File: config.mk
export PLATFORM = sky130hd
export DESIGN_NAME = mesh_frame_sequencer
export DESIGN_NICKNAME = d
export VERILOG_FILES = /design/src/rtl/mesh_pkg.sv /design/src/rtl/mesh_frame_sequencer.sv
export SDC_FILE = /design/constraint.sdc
export NUM_CORES = 1
export LEC_CHECK = 0
export ABC_AREA = 1
export CAP_MARGIN = 20
export CORE_AREA = 2 2 418 420
export CTS_CLUSTER_DIAMETER = 40
export DETAILED_ROUTE_END_ITERATION = 10
export DIE_AREA = 0 0 420 422
export HOLD_SLACK_MARGIN = 0.08
export PLACE_DENSITY = 0.34
export SLEW_MARGIN = 25
export SYNTH_ARGS = -nofsm -noshare
export SYNTH_HDL_FRONTEND = slang
export SYNTH_SLANG_ARGS = --single-unit
File: constraint.sdc
create_clock -name clk -period 25.5 [get_ports clk]
set_clock_uncertainty 0.2 [all_clocks]
set_input_delay 2.55 -clock clk [delete_from_list [all_inputs] [get_ports clk]]
set_output_delay 2.55 -clock clk [all_outputs]
set_load 0.02 [all_outputs]
File: src/rtl/mesh_pkg.sv
// Shared constants and state encoding for the 26x18 two-bit mesh frame sequencer.
package mesh_pkg;

    localparam int COLS       = 26;
    localparam int ROWS       = 18;
    localparam int PIX_W      = 2;
    localparam int SETTLE_CYC = 4;
    localparam int ROW_W      = 5;
    localparam int ROW_BITS   = COLS * PIX_W;
    localparam int MESH_BITS  = COLS * ROWS;

    typedef enum logic [1:0] {
        LOAD = 2'd0,
        STAB = 2'd1,
        RUN  = 2'd2,
        HOLD = 2'd3
    } seq_state_t;

endpackage

File: src/rtl/mesh_frame_sequencer.sv
// Loads one frame of rows into the pixel mesh, runs it for the settle time,
// captures the result and hands it downstream over valid/ready.
module mesh_frame_sequencer #(
    parameter int COLS       = mesh_pkg::COLS,
    parameter int ROWS       = mesh_pkg::ROWS,
    parameter int PIX_W      = mesh_pkg::PIX_W,
    parameter int SETTLE_CYC = mesh_pkg::SETTLE_CYC,
    parameter int ROW_W      = mesh_pkg::ROW_W
) (
    input  logic                     clk,
    input  logic                     rst,
    input  logic                     s_valid,
    output logic                     s_ready,
    input  logic [COLS*PIX_W-1:0]    s_data,
    input  logic                     s_last,
    output logic [COLS*PIX_W-1:0]    mesh_inp,
    output logic [ROW_W-1:0]         mesh_row,
    output logic                     mesh_high,
    input  logic [COLS*ROWS-1:0]     mesh_out,
    output logic                     m_valid,
    input  logic                     m_ready,
    output logic [COLS*ROWS-1:0]     m_frame,
    output logic                     frame_err,
    output logic [15:0]              frame_cnt
);
    import mesh_pkg::*;

    localparam int ROW_BITS  = COLS * PIX_W;
    localparam int MESH_BITS = COLS * ROWS;
    localparam int SET_W     = (SETTLE_CYC > 1) ? $clog2(SETTLE_CYC) : 1;

    seq_state_t             r_state;
    seq_state_t             w_next_state;
    logic [ROW_W-1:0]       r_row_cnt;
    logic [SET_W-1:0]       r_settle;
    logic [ROW_BITS-1:0]    r_mesh_inp;
    logic [ROW_W-1:0]       r_mesh_row;
    logic                   r_mesh_high;
    logic [MESH_BITS-1:0]   r_m_frame;
    logic                   r_frame_err;
    logic [15:0]            r_frame_cnt;

    logic w_accept;
    logic w_last_row;
    logic w_settle_done;
    logic w_err;
    logic w_deliver;

    always_ff @(posedge clk or posedge rst) begin
        if (rst) begin
            r_state <= LOAD;
        end else begin
            r_state <= w_next_state;
        end
    end

    always_comb begin
        w_next_state  = r_state;
        w_accept      = 1'b0;
        w_err         = 1'b0;
        w_deliver     = 1'b0;
        w_last_row    = (r_row_cnt == ROW_W'(ROWS - 1));
        w_settle_done = (r_settle == SET_W'(SETTLE_CYC - 1));
        case (r_state)
            LOAD: begin
                if (s_valid) begin
                    w_accept = 1'b1;
                    if (w_last_row) begin
                        w_next_state = STAB;
                        w_err        = ~s_last;
                    end else begin
                        w_err        = s_last;
                    end
                end
            end
            STAB: w_next_state = RUN;
            RUN: begin
                if (w_settle_done) begin
                    w_next_state = HOLD;
                end
            end
            HOLD: begin
                if (m_ready) begin
                    w_next_state = LOAD;
                    w_deliver    = 1'b1;
                end
            end
            default: w_next_state = LOAD;
        endcase
    end

    // An early s_last drops the partial frame; the next frame rewrites every mesh row.
    always_ff @(posedge clk or posedge rst) begin
        if (rst) begin
            r_row_cnt   <= '0;
            r_settle    <= '0;
            r_mesh_inp  <= '0;
            r_mesh_row  <= '0;
            r_mesh_high <= 1'b0;
            r_m_frame   <= '0;
            r_frame_err <= 1'b0;
            r_frame_cnt <= '0;
        end else begin
            r_frame_err <= w_err;
            r_mesh_high <= (w_next_state == RUN);
            r_settle    <= (r_state == RUN) ? r_settle + SET_W'(1) : '0;
            if (w_accept) begin
                r_mesh_inp <= s_data;
                r_mesh_row <= r_row_cnt;
                r_row_cnt  <= (w_last_row || s_last) ? '0 : r_row_cnt + ROW_W'(1);
            end
            if (r_state == RUN && w_settle_done) begin
                r_m_frame <= mesh_out;
            end
            if (w_deliver) begin
                r_frame_cnt <= r_frame_cnt + 16'd1;
                r_row_cnt   <= '0;
            end
        end
    end

    assign s_ready   = (r_state == LOAD);
    assign m_valid   = (r_state == HOLD);
    assign mesh_inp  = r_mesh_inp;
    assign mesh_row  = r_mesh_row;
    assign mesh_high = r_mesh_high;
    assign m_frame   = r_m_frame;
    assign frame_err = r_frame_err;
    assign frame_cnt = r_frame_cnt;

endmodule

After elaboration in Yosys (flattened, before gate mapping) --
Cells that the tools add are included.
Storage, ports and cells: bits of input ports 525, word-level logic and storage cells 39, register bits after elaboration 552, output and inout bits 545
Operators by class: eq/ne operators 6, reduce and logical (&&, ||, !) cells 4, mux-type cells 16, $add $sub $neg 3, bitwise operators 1
Operators by type and width (count):
- adder 16 x 1 -> 16 bit (second input constant) | 1
- two-way mux 5 bit | 3
- two-way mux 2 bit | 5
- == test 2 bit (second input constant) | 4
- case mux 2 bit (4 select lines) | 1
- two-way mux 1 bit | 7
- adder 5 x 1 -> 5 bit (second input constant) | 1
- == test 5 bit (second input constant) | 1
- adder 2 x 1 -> 2 bit (second input constant) | 1
- == test 2 x 1 -> 1 bit (second input constant) | 1
- logical NOT 2 bit | 1
- nonzero test 2 bit | 1
- logical AND 1 bit | 1
- logical OR 1 bit | 1
- inverter 1 bit | 1

Logic depth before layout (Yosys ltp) --
word-level depth 5, depth in mapped cells 8, gate-level depth less buffers 8

Least setup slack after synthesis --
OpenSTA, ideal clock, no wires.
kind input -> register, start input port m_ready, end register r_frame_cnt[14] (netlist: frame_cnt[14]), data required time 25183 ps, cell stages on the path 7, setup slack 21941 ps, arrival 3242 ps, path through nand3_2 > nor2_2 > nand2_1 > nor2_2 > nand2_1 > nand2_1 > nand2_1
Between the ends: longest elaborated chain between the ends 2
RTL lines:
- start: declaration | RTL line mesh_frame_sequencer.sv:21 | input logic m_ready,
- two-way mux 1 bit | RTL line mesh_frame_sequencer.sv:83 | if (m_ready) begin
- two-way mux 1 bit | RTL line mesh_frame_sequencer.sv:64 | case (r_state)
- end signal: assignment | RTL line mesh_frame_sequencer.sv:116 | r_frame_cnt <= r_frame_cnt + 16'd1;
- end: declaration | RTL line mesh_frame_sequencer.sv:41 | logic [15:0] r_frame_cnt;
Every way passes these cells. A chain may end at the register's enable or synchronous reset.

==> flow_summary_export.csv <==
group,metric,value,unit
final_layout,final_cell_mix,"1,602 x nand2_1, 1,069 x clkdlybuf4s50_1, 552 x dfrtp_1, 145 x clkbuf_16, 32 x clkinv_2",
synth,synthCells,2371,
final_layout,utilization,22.7,%
final_layout,fill_cells,18900,
floorplanning,io_pins,1070,
timing,setup_viol,0,
critical_path,cp_slowest_cell,"buf_4",
timing,slew_violations,0,
synth,synthMuxAreaShare,0,%
synth,yosysTopAreaCell,"dfrtp_1",
floorplanning,fp.dieArea,177000,um^2
floorplanning,die_h,422,um
global_route,grt_first_pass_wirelength,160000,um
power_and_ir_drop,power_frac_comb,40.6,%
final_layout,layout_commonest_cell,"nand2_1",
outcome,status,"finished, final reports clean",
synth,synth_compound_area_share,0.283,%
clocking,hold_buffers,0,
timing,setup_slack,19.68,ns
clocking,clock_path_buffers,3,
power_and_ir_drop,p_total,5.76,mW
synth,synth-simple-area-share,29.3,%
clocking,cts_tree,"yes",
timing,fmax,172,MHz
worst_hold_path,holdCritStartpoint,"r_settle[0]$_DFF_PP0_",
synth,ys_types,21,
synth,ys_ff_latch,552,
critical_path,worst-path-buf-inv,6,
placement,place.gp.congestion,0.827,
timing,slew_headroom,29.2,%
power_and_ir_drop,p_sw_share,37.8,%
critical_path,crit_fanout,114,
global_route,grt_pass1_vias,20300,
synth,synth_xor_area_share,0.579,%
synth,synth.avg_cell_area,8.94,um^2
critical_path,cp_top_family,"buffers and inverters",
clocking,clk_latency,0.74,ns
synth,synthAdderAreaFrac,0.295,%
critical_path,start_kind,"input pin",
clocking,htreeDepth,4,
timing,tightest_slew,1.06,ns
placement,io_buffers,1069,
synth,synth-seq-area-share,65.2,%
critical_path,worstSetupEndpointType,"async pin",
timing,timing.hold.ws,0.244,ns
critical_path,rr_startpoint,"r_settle[0]$_DFF_PP0_",
synth,synth_area,21200,um^2
timing,finalCritPeriodShare,22.8,%
flow_run,maxCapViolations,0,
final_layout,drive_gt1_share,7.49,%
power_and_ir_drop,power_density,147,nW/um^2
final_layout,nets,4019,
clocking,clk_pin_slew,0.04,ns
drt,routedWlPerCell,19.8,um
power_and_ir_drop,leakage,18.2,nW
global_route,antenna_found_initial,26,
drt,drc,0,
drt,routed-via-count,19700,
clocking,cts-buffers-inserted,141,
worst_hold_path,min_path_cells,1,
clocking,post_cts_resized,0,
power_and_ir_drop,p_switching,2.18,mW
power_and_ir_drop,ir_drop,0.0000606,V
synth,synthDominantCellAreaShare,65.2,%
synth,synth_top_family_by_area,"simple AND/OR/NAND/NOR gates",
clocking,clock-sinks,552,
placement,dp_hpwl,89100,um
power_and_ir_drop,pwr-share-clk,32.4,%
placement,pre_cts_ws,18.59,ns
critical_path,crit_required,26.07,ns
clocking,cts_setup_buffers,0,
floorplanning,core.rowCount,153,
global_route,grt_start_max_net_pins,164,
timing,timing.final.crit_period,5.82,ns
drt,postRouteAntennaNets,0,
power_and_ir_drop,p_int,3.59,mW
timing,fin_tns_setup,0,ns
critical_path,rr_worst_depth,8,
clocking,cts_root_buffer,"clkbuf_16",
drt,wl,117000,um
floorplanning,core,173000,um^2
worst_hold_path,hold_class,"reg2reg",
final_layout,area_delta_synth_final,85.0,%
synth,synth_area_leaders,"dfrtp_1 65%, nand2_1 28%, buf_6 1.8%",
timing,hold_viol_final,0,
global_route,grt-ovfl-total,0,
timing,rsz0062_at_grt,"no",
drt,drtIter0Drc,1290,
synth,synth_nets,2901,
synth,yosysWarnings,0,
final_layout,ff_latch_area,13800,um^2
global_route,track_usage,12.8,%
floorplanning,start_util,12.3,%
critical_path,path_common_cell,"buf_4",
drt,vias_per_cell,3.33,
critical_path,path_class,"in2async",
floorplanning,die_w,420,um
critical_path,crit_arrival,6.39,ns
drt,drt-pass1-iter-count,5,
critical_path,timing.rr.end,"m_frame[317]$_DFFE_PP0P_",
critical_path,cp_cell_sequence,"clkdlybuf4s50_1 > inv_8 > buf_4 > buf_4 > buf_4 > buf_4",
final_layout,multi_input_area,6460,um^2
worst_hold_path,whs_endpoint,"r_settle[0]$_DFF_PP0_",
power_and_ir_drop,p_seq_share,27.1,%
critical_path,reg2reg_setup_slack,20.70,ns
critical_path,critical_path.max_stage_delay,0.81,ns
## layer usage
metal	vias up	track usage, %	part of all wire, %
met4	18	3.41	2.0
met1	9415	15.4	41
li1	9465	-	-
met2	660	21.7	49
met3	191	4.33	7.2
met5	-	0	0.097
## worst max path at each step
stage / from / to / cells after the start / slack (ns)
after CTS: rst / r_settle[0]$_DFF_PP0_ / 6 / 19.42
after global routing: rst / r_settle[0]$_DFF_PP0_ / 6 / 19.09
final: rst / mesh_row[4]$_DFFE_PP0P_ / 6 / 19.68
after floorplan: rst / frame_cnt[0]$_DFFE_PP0N_ / 1 / 7.32
after detailed placement: rst / m_frame[202]$_DFFE_PP0P_ / 6 / 18.59
after global placement: rst / r_settle[0]$_DFF_PP0_ / 6 / 17.96
## power groups by stage
stage / Clock (mW) / Combinational, mW / Sequential, mW
detailed placement: 0 / 2.39 / 1.56
floorplan: 0 / 0.590 / 2.05
CTS: 1.92 / 2.40 / 1.56
global route: 1.96 / 2.51 / 1.61
global placement: 0 / 2.39 / 1.56
finish: 1.86 / 2.34 / 1.56
## per-stage QoR
stage / cell area [um^2] / instances
after floorplan: 21200 / 2371
after global placement: 34200 / 5669
after detailed placement: 34200 / 5671
after CTS: 39200 / 5929
after global routing: 39200 / 5930
final: 39200 / 5936
## cells by family after synthesis
| family | Yosys count |
|---|---|
| and+or+nand+nor | 1642 |
| buffers and inverters | 147 |
| adders and majority gates | 5 |
| DFF | 552 |
| AOI/OAI and AO/OA | 11 |
| xor gates and xnor gates | 14 |
## state kept, by name, summed over array words and instances, names as in the netlist
register / cells
mesh_inp: 52
r_state: 2
mesh_row: 5
frame_cnt: 16
m_frame: 468
frame_err: 1
r_settle: 2
mesh_high: 1
r_row_cnt: 5
## Yosys cell counts (all sizes together)
cell,instances
nand4,6
buf,107
nor2,22
or2,1
ha,5
clkbuf,8
o21ai,6
dfrtp,552
xor2,13
nand3,8
inv,32
xnor2,1
a21oi,1
nand3b,1
nand2,1604
o22ai,4
## final cells by class
| class | count | share of cell area [%] |
|---|---|---|
| Antenna cell | 7 | 0.0447 |
| Clock buffer | 189 | 10.3 |
| Clock inverter | 69 | 2.36 |
| Inverter | 32 | 0.351 |
| Multi-Input combinational cell | 1672 | 16.5 |
| Sequential cell | 552 | 35.2 |
| Tap cell | 2325 | 7.42 |
| Timing Repair Buffer | 1090 | 27.8 |
Power figures use the tool's default switching activity.
==> edit (same settings) <==
`ROW_W`: 5 -> 4.
--- a/src/rtl/mesh_pkg.sv
+++ b/src/rtl/mesh_pkg.sv
@@ -5,7 +5,7 @@
     localparam int ROWS       = 18;
     localparam int PIX_W      = 2;
     localparam int SETTLE_CYC = 4;
-    localparam int ROW_W      = 5;
+    localparam int ROW_W      = 4;
     localparam int ROW_BITS   = COLS * PIX_W;
     localparam int MESH_BITS  = COLS * ROWS;
 
Interface: changed (resized mesh_row); port bits go from 1070 to 1069. The function was not compared with the original's and may differ.
==> edit against the original RTL <==
  * Synthesized cell count is 0.46% lower
  * Wire length fell by 2.0%
  * Setup slack gained 220 ps
  * Sequential cell count is 2 lower
  * Power decreased by 2.1%
  * Via count shrank 1.1%
  * Area after synthesis fell by 0.92%
  * Cell area fell by 0.43%
  * First-iteration DRC count is 19% lower
==> edit: results (changes against the original RTL) <==
Synth
  • Post-synthesis compound-gate area fraction: 0.268% (-0.015 points)
  • Xor/xnor cell area share of the yosys netlist: 0.542% (-0.036 points)
  • List of most frequent post-synthesis cells: 1602 x sky130_fd_sc_hd__nand2_1, 550 x sky130_fd_sc_hd__dfrtp_1, 55 x sky130_fd_sc_hd__buf_2, 38 x sky130_fd_sc_hd__buf_4, 28 x sky130_fd_sc_hd__inv_1
  • Top cells by area in the synthesized netlist: sky130_fd_sc_hd__dfrtp_1 66%, sky130_fd_sc_hd__nand2_1 29%, sky130_fd_sc_hd__buf_4 1.4%, sky130_fd_sc_hd__buf_2 1.3%, sky130_fd_sc_hd__inv_1 0.50%
  • Post-synth net total: 2890 (-0.38%)
  • Post-Synth Adder-Cell Area: 0.298% (+0.0027 points)
  • Seq/Total Area, Yosys: 65.6% (+0.36 points)
  • Number of unique standard cell types used by synthesis: 24 (+14%)

Detailed routing
  • Length of the first detailed-routing pass in iterations: 5 (unchanged)
  • Drt first-iter violations: 1041 (-19%)
  • Wire length after detailed routing: 115000 um (-2.0%)
  • Routed vias: 19535 (-1.1%)
  • Wire length on met3: 11000 um (+30%)
  • Met2 Wirelength: 56700 um (-2.2%)
  • Wire length on met1: 44300 um (-8.7%)

Critical path
  • Worst stage delay on the critical path: 750 ps (-60 ps)
  • Cell type with the highest occurrence count on the critical path: sky130_fd_sc_hd__buf_4
  • RR Endpoint: m_frame[447]
  • Largest fanout of any net on the critical path: 109 (-4.4%)
  • R2R Setup Slk: 21520 ps (+820 ps)
  • R2r worst-path depth: 7 (-1)
  • Arrival time reported for the critical path endpoint: 6160 ps (-230 ps)
  • Destination of the critical timing path: frame_cnt[12]

GRT
  • Met1 usage in global routing: 14.1% (-1.3 points)
  • Overall fraction of global-route tracks in use: 12.7% (-0.15 points)
  • Met3 global-route usage: 5.87% (+1.5 points)
  • Met2 usage in global routing: 21.2% (-0.49 points)
  • Antenna violations before repair: 51 (+96%)
  • First-pass GRT wire length: 159000 um (-0.66%)

Place
  • IO buf count: 1068 (-0.094%)
  • Worst slack at placement: 18920 ps (+332 ps)
  • Gpl congestion: 0.823 (-0.47%)
  • Half-perimeter wire length after detailed placement: 86200 um (-3.3%)

Outcome
  • Run status: finished clean

Power
  • Worst ir drop on vdd: 0.0000650 V (+7.3%)
  • Leakage: 0.0182 uW (-0.46%)

Hold path
  • Startpoint of the most critical hold path: r_settle[0]

Clocking
  • Postcts setup bufs: 0 (unchanged)

Final layout
  • Share of post-route cells with drive strength above 1: 7.17% (-0.32 points)
  • Net count reported at finish: 4006 (-0.32%)

STA
  • Max-slew headroom at the worst pin: 35.5% (+6.3 points)
## edit: changes by cell type in the layout (fill, tap and decap cells not counted), sizes merged, moves of 4 or more
cell and delta:
nand4 -4, clkinvlp +6, diode +5, clkinv -12
## edit: where the power goes
part	total, uW	internal [uW]	switching [uW]
combinational	2240	960	1280
sequential	1540	1290	250
clock	1850	1270	582
total	5640	3520	2120
## edit: area by class of cell
type | count | area (um^2)
Timing Repair Buffer | 1087 | 10800
Fill cell | 18938 | 134000
Sequential cell | 550 | 13800
Clock inverter | 61 | 886
Clock buffer | 190 | 4030
Inverter | 31 | 143
Tap cell | 2325 | 2910
Antenna cell | 12 | 30.0
Multi-Input combinational cell | 1665 | 6420
## edit: metrics by stage
stage	power [uW]	instances	hold WS (ps)	utilization, %	cell area (um^2)
global route	5970	5916	271	22.6	39000
detailed placement	3840	5658	228	19.7	34100
CTS	5760	5909	241	22.6	39000
finish	5640	5921	237	22.6	39000
global placement	3850	5658	225	19.7	34100
floorplan	2550	2360	207	-	21000
